**src/rtl/f32_add_arbiter.sv**
```systemverilog
// Round-robin front end sharing one 2-cycle pipelined f32 adder among NUM_REQ requesters.
// Define F32_ADD_ARB_FIXED_PRIO_EN to build lowest-index-wins fixed priority instead.

module f32_add_core (
    input  logic        clk,
    input  logic [31:0] a,
    input  logic [31:0] b,
    output logic [31:0] y
);
    logic [31:0] big_s, sml_s, spec_val_s;
    logic [7:0]  eb_s, es_s, d_s;
    logic [26:0] mb_s, msm_s, al_s;
    logic [53:0] shf_s;
    logic        a_nan_s, b_nan_s, a_inf_s, b_inf_s, nan_s;

    logic        s1_sign_r, s1_sub_r, s1_spec_r;
    logic [7:0]  s1_exp_r;
    logic [26:0] s1_mb_r, s1_ms_r;
    logic [31:0] s1_spec_val_r;

    logic [27:0] sum_s;
    logic [26:0] norm_s;
    logic [4:0]  lz_s;
    logic [7:0]  sh_s;
    logic [8:0]  ne_s, fe_s;
    logic [24:0] mant_s;
    logic        rnd_up_s;
    logic [31:0] res_s;

    function automatic logic [4:0] clz27(input logic [26:0] v);
        logic [4:0] n;
        logic       done;
        n    = 5'd0;
        done = 1'b0;
        for (int i = 26; i >= 0; i--) begin
            if (!done && !v[i]) begin
                n = n + 5'd1;
            end else begin
                done = 1'b1;
            end
        end
        return n;
    endfunction

    // Stage 1: special-case detection, magnitude swap, alignment with sticky collapse.
    always_comb begin
        a_nan_s    = (&a[30:23]) & (|a[22:0]);
        b_nan_s    = (&b[30:23]) & (|b[22:0]);
        a_inf_s    = (&a[30:23]) & ~(|a[22:0]);
        b_inf_s    = (&b[30:23]) & ~(|b[22:0]);
        nan_s      = a_nan_s | b_nan_s | (a_inf_s & b_inf_s & (a[31] ^ b[31]));
        spec_val_s = nan_s ? 32'h7FC0_0000 : (a_inf_s ? a : b);
        big_s      = (b[30:0] > a[30:0]) ? b : a;
        sml_s      = (b[30:0] > a[30:0]) ? a : b;
        eb_s       = (big_s[30:23] == 8'd0) ? 8'd1 : big_s[30:23];
        es_s       = (sml_s[30:23] == 8'd0) ? 8'd1 : sml_s[30:23];
        mb_s       = {big_s[30:23] != 8'd0, big_s[22:0], 3'b000};
        msm_s      = {sml_s[30:23] != 8'd0, sml_s[22:0], 3'b000};
        d_s        = eb_s - es_s;
        shf_s      = {msm_s, 27'd0} >> d_s;
        if (d_s > 8'd26) begin
            al_s = {26'd0, |msm_s};
        end else begin
            al_s = shf_s[53:27] | {26'd0, |shf_s[26:0]};
        end
    end

    // Stage 1 pipeline register (core datapath carries no reset).
    always_ff @(posedge clk) begin
        s1_sign_r     <= big_s[31];
        s1_sub_r      <= big_s[31] ^ sml_s[31];
        s1_spec_r     <= nan_s | a_inf_s | b_inf_s;
        s1_spec_val_r <= spec_val_s;
        s1_exp_r      <= eb_s;
        s1_mb_r       <= mb_s;
        s1_ms_r       <= al_s;
    end

    // Stage 2: add/subtract, normalise (denormal-limited), round to nearest even, pack.
    always_comb begin
        sum_s = s1_sub_r ? ({1'b0, s1_mb_r} - {1'b0, s1_ms_r}) : ({1'b0, s1_mb_r} + {1'b0, s1_ms_r});
        lz_s  = clz27(sum_s[26:0]);
        sh_s  = 8'd0;
        if (sum_s[27]) begin
            norm_s = {sum_s[27:2], sum_s[1] | sum_s[0]};
            ne_s   = {1'b0, s1_exp_r} + 9'd1;
        end else begin
            sh_s   = ({3'd0, lz_s} < s1_exp_r) ? {3'd0, lz_s} : (s1_exp_r - 8'd1);
            norm_s = sum_s[26:0] << sh_s;
            ne_s   = {1'b0, s1_exp_r} - {1'b0, sh_s};
        end
        rnd_up_s = norm_s[2] & (norm_s[1] | norm_s[0] | norm_s[3]);
        mant_s   = {1'b0, norm_s[26:3]} + {24'd0, rnd_up_s};
        fe_s     = mant_s[24] ? (ne_s + 9'd1) : (mant_s[23] ? ne_s : 9'd0);
        if (s1_spec_r) begin
            res_s = s1_spec_val_r;
        end else if (sum_s == 28'd0) begin
            res_s = {s1_sub_r ? 1'b0 : s1_sign_r, 31'd0};
        end else if (fe_s >= 9'd255) begin
            res_s = {s1_sign_r, 8'hFF, 23'd0};
        end else begin
            res_s = {s1_sign_r, fe_s[7:0], mant_s[22:0]};
        end
    end

    // Stage 2 output register.
    always_ff @(posedge clk) begin
        y <= res_s;
    end
endmodule

module f32_add_arbiter #(
    parameter int NUM_REQ  = 4,
    parameter int CORE_LAT = 2
) (
    input  logic                  clk,
    input  logic                  rst_n,
    input  logic [NUM_REQ-1:0]    req_valid,
    output logic [NUM_REQ-1:0]    req_ready,
    input  logic [NUM_REQ*32-1:0] req_a,
    input  logic [NUM_REQ*32-1:0] req_b,
    output logic [NUM_REQ-1:0]    resp_valid,
    input  logic [NUM_REQ-1:0]    resp_ready,
    output logic [NUM_REQ*32-1:0] resp_data,
    output logic                  busy
);
    localparam int IDX_W = $clog2(NUM_REQ);

    logic [NUM_REQ-1:0]    eligible_s, req_ready_s, inflight_r, resp_valid_r;
    logic [NUM_REQ*32-1:0] resp_data_r;
    logic                  grant_any_s, hit_s;
    logic [IDX_W-1:0]      grant_idx_s;
    logic [31:0]           core_a_s, core_b_s, core_y_s;
    logic [CORE_LAT-1:0]   tag_vld_r;
    logic [IDX_W-1:0]      tag_idx_r [CORE_LAT];
    logic                  fill_s;
    logic [IDX_W-1:0]      fill_idx_s;
    int                    j_s;

    // rst_n gating keeps req_ready low while reset is asserted.
    assign eligible_s = req_valid & ~inflight_r & ~resp_valid_r & {NUM_REQ{rst_n}};

`ifdef F32_ADD_ARB_FIXED_PRIO_EN
    // Fixed priority: scan downward so the lowest eligible index is the final winner.
    always_comb begin
        grant_any_s = 1'b0;
        grant_idx_s = {IDX_W{1'b0}};
        hit_s       = 1'b0;
        j_s         = 0;
        for (int k = NUM_REQ - 1; k >= 0; k--) begin
            j_s         = k;
            hit_s       = eligible_s[j_s];
            grant_any_s = grant_any_s | hit_s;
            grant_idx_s = hit_s ? IDX_W'(j_s) : grant_idx_s;
        end
    end
`else
    logic [IDX_W-1:0] rr_ptr_r;

    // Round robin: scan offsets downward from rr_ptr so the nearest eligible index wins.
    always_comb begin
        grant_any_s = 1'b0;
        grant_idx_s = {IDX_W{1'b0}};
        hit_s       = 1'b0;
        j_s         = 0;
        for (int k = NUM_REQ - 1; k >= 0; k--) begin
            j_s         = int'(rr_ptr_r) + k;
            j_s         = (j_s >= NUM_REQ) ? (j_s - NUM_REQ) : j_s;
            hit_s       = eligible_s[j_s];
            grant_any_s = grant_any_s | hit_s;
            grant_idx_s = hit_s ? IDX_W'(j_s) : grant_idx_s;
        end
    end

    // Pointer advances past the winner; held on idle cycles.
    always_ff @(posedge clk or negedge rst_n) begin
        if (!rst_n) begin
            rr_ptr_r <= {IDX_W{1'b0}};
        end else if (grant_any_s) begin
            rr_ptr_r <= (grant_idx_s == IDX_W'(NUM_REQ - 1)) ? {IDX_W{1'b0}} : (grant_idx_s + {{(IDX_W-1){1'b0}}, 1'b1});
        end else begin
            rr_ptr_r <= rr_ptr_r;
        end
    end
`endif

    // One-hot grant and core operand steering; an idle core sees zeros.
    always_comb begin
        req_ready_s              = {NUM_REQ{1'b0}};
        req_ready_s[grant_idx_s] = grant_any_s;
        core_a_s                 = grant_any_s ? req_a[{grant_idx_s, 5'd0} +: 32] : 32'h0000_0000;
        core_b_s                 = grant_any_s ? req_b[{grant_idx_s, 5'd0} +: 32] : 32'h0000_0000;
    end

    f32_add_core u_core (
        .clk (clk),
        .a   (core_a_s),
        .b   (core_b_s),
        .y   (core_y_s)
    );

    // Tag pipeline mirrors the core latency; its valids alone qualify the core output.
    always_ff @(posedge clk or negedge rst_n) begin
        if (!rst_n) begin
            tag_vld_r <= {CORE_LAT{1'b0}};
            for (int s = 0; s < CORE_LAT; s++) tag_idx_r[s] <= {IDX_W{1'b0}};
        end else begin
            tag_vld_r[0] <= grant_any_s;
            tag_idx_r[0] <= grant_idx_s;
            for (int s = 1; s < CORE_LAT; s++) begin
                tag_vld_r[s] <= tag_vld_r[s-1];
                tag_idx_r[s] <= tag_idx_r[s-1];
            end
        end
    end

    assign fill_s     = tag_vld_r[CORE_LAT-1];
    assign fill_idx_s = tag_idx_r[CORE_LAT-1];

    // Per-requester slot and in-flight tracking; a slot is always empty when its result lands.
    always_ff @(posedge clk or negedge rst_n) begin
        if (!rst_n) begin
            inflight_r   <= {NUM_REQ{1'b0}};
            resp_valid_r <= {NUM_REQ{1'b0}};
            resp_data_r  <= {(NUM_REQ*32){1'b0}};
        end else begin
            for (int i = 0; i < NUM_REQ; i++) begin
                if (fill_s && (fill_idx_s == IDX_W'(i))) begin
                    resp_data_r[i*32 +: 32] <= core_y_s;
                    resp_valid_r[i]         <= 1'b1;
                    inflight_r[i]           <= 1'b0;
                end else begin
                    if (resp_valid_r[i] && resp_ready[i]) begin
                        resp_valid_r[i] <= 1'b0;
                    end else begin
                        resp_valid_r[i] <= resp_valid_r[i];
                    end
                    inflight_r[i] <= inflight_r[i] | req_ready_s[i];
                end
            end
        end
    end

    assign req_ready  = req_ready_s;
    assign resp_valid = resp_valid_r;
    assign resp_data  = resp_data_r;
    assign busy       = |(inflight_r | resp_valid_r);
endmodule

```
**config.mk**
```make
export PLATFORM = sky130hd
export DESIGN_NAME = f32_add_arbiter
export DESIGN_NICKNAME = d
export VERILOG_FILES = /design/src/rtl/f32_add_arbiter.sv
export SDC_FILE = /design/constraint.sdc
export NUM_CORES = 1
export LEC_CHECK = 0
export ABC_AREA = 1
export CORE_MARGIN = 3
export CORE_UTILIZATION = 55
export CTS_BUF_LIST = sky130_fd_sc_hd__clkbuf_8
export DETAILED_ROUTE_END_ITERATION = 16
export GPL_TIMING_DRIVEN = 0
export PLACE_DENSITY_LB_ADDON = 0.15
export SLEW_MARGIN = 20
export SYNTH_ARGS = -nofsm -noshare
export SYNTH_HDL_FRONTEND = slang
export SYNTH_HIERARCHICAL = 1
export SYNTH_SLANG_ARGS = --single-unit
```
**constraint.sdc**
```tcl
create_clock -name clk -period 20.9 [get_ports clk]
set_clock_uncertainty 0.2 [all_clocks]
set_input_delay 2.09 -clock clk [delete_from_list [all_inputs] [get_ports clk]]
set_output_delay 2.09 -clock clk [all_outputs]
set_load 0.02 [all_outputs]
```
==> results.txt <==
The total of fill cells in the finished design came out at 4432. CTS placed an instance of sky130_fd_sc_hd__clkbuf_8 at the clock tree root. The starting density of the core is 55.88%, and the area added between synthesis and finish is 22.05%.

The logs give 270 for the clock sink count and 2 for the number of levels the H-tree was split into. Maximum fanout encountered on the critical timing path: 18. The most numerous cell on the critical path is sky130_fd_sc_hd__nand2_1.

The logs give 27800 for the via count of the first global-routing pass and 4382 for the number of instances in the synthesized netlist. The number of enable flip-flop cells after synthesis came out at 0. Minimum clock period after layout: 19.32 ns.

The worst register-to-register path begins at u_core/s1_ms_r[4]. Buffers inserted during clock tree synthesis total 43. For the summed area of non-filler cells in the final layout, the log shows 31890 sq um.

Global routing consumed, over all layers together, 38.87% of the routing resources. Max-cap violations in this run came to 0. Setup repair after global routing left no endpoint under its margin. The congestion estimate from routability-driven global placement came to 1.048. The library cell used most frequently in the layout, excluding fill and tap cells, is sky130_fd_sc_hd__nand2_1.

The run gives 46750 sq um as the floorplan core area. Port buffering added 402 buffers. Tracing the worst setup path back leads to its startpoint at u_core/s1_ms_r[4]. On the worst path, the slowest cell contributes a delay of 0.40 ns.

In this run the most critical hold path is launched from tag_idx_r[3]. Counting every net in the synthesized netlist gives 4780. The instance count after placement with tap cells included was 5392; the post-synth design cell area was 26130 sq um. In this run the core area contains 79 standard-cell rows.

Summed over all failing endpoints, the final setup total negative slack is 0 ns. Critical path required time: 21.16 ns. The path class of the tightest hold or removal check is reg -> reg. At the pin with the least slew margin, the transition time is 1.196 ns. The finished layout holds 5476 standard cells, fillers aside.

At the worst endpoint, the arrival time is 19.58 ns. The floorplan step defined a die boundary enclosing 50150 sq um. In the routed design, unresolved DRC markers number 0. The wire-length estimate of the detail-placed layout is 84690 um. For this run, the detailed router's first-pass iteration total came to 8.

Grouping stages by cell kind, the critical path spends the most delay in simple AND/OR/NAND/NOR gates. The maximum clock path buffer count was 3; the fraction of registers with async set/reset was 53.33%. The portion of the post-synthesis area used by sequential elements is 23.45%, and the routed via count divided by cell count is 5.603. The number of primary I/O pins was 403; the post-synthesis sequential element count was 270. Final-report max-slew violation count: 0.

The critical path in this run is classified as reg -> reg. After detailed routing, the average wire length per cell comes to 18.58 um. The wire length of the first global-routing pass came out at 154500 um.

The count of unique library cells instantiated by Yosys was 70; the via count was 30680. Entering global routing, the biggest net connects 82 pins. The slowest stage of the critical path belongs to the cell sky130_fd_sc_hd__dfxtp_1. The logs give 8 for the number of antenna violations at the first check in global routing and 6 for the number of warnings reported in the yosys synthesis log.

Together, buffers and inverters on the worst path number 13. The number of DRC markers in iteration 0 was 3449; the detailed-route wire length was 101700 um. The worst setup path is launched from a register.

In this run the remaining antenna-violating nets after routing total 0. After detailed placement, the total cell area comes to 30940 sq um. Static timing analysis puts the maximum clock frequency at 0.05175 GHz.

In this run the horizontal extent of the chip is 224.0 um. The die is 224.0 um tall. The tools report the clock insertion delay at the later pin of the skew report as 0.63 ns. Number of failing setup endpoints in the final timing report: 0.

Cells with a size suffix above 1 make up 7.134% of the layout. The post-CTS setup repair buffer count is 0. In the layout the commonest cells are sky130_fd_sc_hd__nand2_1, sky130_fd_sc_hd__inv_1, sky130_fd_sc_hd__nand3_1.

For this run, the leading register cell type out of synthesis is sky130_fd_sc_hd__dfrtp_1. Averaged over all synthesized cells, the footprint is 5.962 sq um. After clock tree synthesis, the clock-pin slew on the worst setup and hold paths is 0.06 ns. The overall overflow remaining after global route is 0. TritonCTS built the clock tree.

In the finished design, the share of the clock period the worst path needs comes to 92.45%. STA classifies the critical path endpoint as a register. The count of endpoints failing hold in the final timing report is 0.

For the final net count, the log shows 5227. The flow ran to the end, and the final reports show no timing, DRC or antenna violations. The tools report the relative max-transition margin as 19.40%.
[repair_timing]
action / in CTS / in global routing
hold buffers: 0 / 0
endpoints found under the setup margin: 0 / 31
resized for setup: 0 / 6
[state kept, by name, indices dropped and copies added, names as in the netlist]
name and cells:
u_core/s1_spec_val_r 32, tag_vld_r 2, resp_valid 4, u_core/s1_exp_r 8, u_core/s1_ms_r 27, resp_data 128, u_core/s1_mb_r 24, u_core/y 32
tag_idx_r 2, u_core/s1_spec_r 1, fill_idx_s 2, rr_ptr_r 2, u_core/s1_sub_r 1, u_core/s1_sign_r 1, inflight_r 4
[layer usage]
layer | global-route usage (%) | share of wire [%] | vias to the layer above
met5 | 0 | 0.013 | -
met1 | 53.20 | 42 | 13930
met3 | 7.915 | 10 | 265
met4 | 14.03 | 4.2 | 2
li1 | - | - | 14830
met2 | 61.02 | 44 | 1655
[final timing paths]
kind	depth (start not counted)	end	slack, ns
setup / recovery	115	u_core/y[15]	1.58
hold / removal	0	fill_idx_s[1]	0.15
setup reg to reg	115	u_core/y[15]	1.58
hold reg to reg	0	fill_idx_s[1]	0.15
max in group asynchronous	2	resp_data[48]	18.52
min in group asynchronous	1	resp_data[75]	1.22
[stage by stage]
stage	hold WS [ns]	utilization, %	setup slack [ns]
6_report	0.1509	68.20	1.578
2_1_floorplan	0.1312	-	3.404
3_3_place_gp	0.1322	66.11	1.491
4_1_cts	0.1517	68.14	1.184
3_5_place_dp	0.1347	66.18	1.261
5_1_grt	0.1627	68.20	0.009798
[layout make-up]
type,count,area [sq um],share of cell area [%]
Clock buffer,52,715.7,2.244
Buffer,184,954.7,2.994
Clock inverter,28,197.7,0.6200
Inverter,783,2939,9.217
Multi-Input combinational cell,3144,16120,50.57
Timing Repair Buffer,403,4056,12.72
Sequential cell,270,6127,19.22
Tap cell,607,759.5,2.382
Antenna cell,5,12.51,0.03924
[kinds of logic (layout without fill, tap and decap cells)]
group | count (synthesis) | in the layout | synth area share [%]
and+or+nand+nor | 2329 | 2329 | 40.11
xor gates and xnor gates | 67 | 67 | 2.246
adders and majority gates | 132 | 132 | 6.408
other | 0 | 5 | 0
muxes | 5 | 5 | 0.1916
AOI/OAI and AO/OA | 611 | 611 | 12.68
buffers and inverters | 968 | 1450 | 14.91
DFF | 270 | 270 | 23.45
[cell usage after synthesis, drive strengths merged (3+ instances only)]
cell type	number	share of area (%)
xor2	54	1.8
xnor2	13	0.44
nor2	294	4.9
o2111ai	3	0.10
ha	129	6.2
o21ai	385	7.5
nand2	1299	19
mux2i	5	0.19
nor3	63	1.3
o21bai	17	0.56
nand3b	70	2.0
nand4	87	2.2
and2	8	0.19
o31ai	3	0.086
o21a	4	0.11
clkbuf	86	1.2
a21o	6	0.17
or2	20	0.48
nor4	21	0.53
dfrtp	144	14
o211ai	8	0.25
dfxtp	126	9.7
inv	772	11
a31oi	10	0.26
fa	3	0.23
buf	99	2.4
nand3	462	9.3
o22ai	7	0.17
clkinv	11	0.16
a21oi	155	3.0
Power is left out: the tool's default activity adds up to more than one toggle a clock period on the data nets, which glitch-free logic cannot reach.
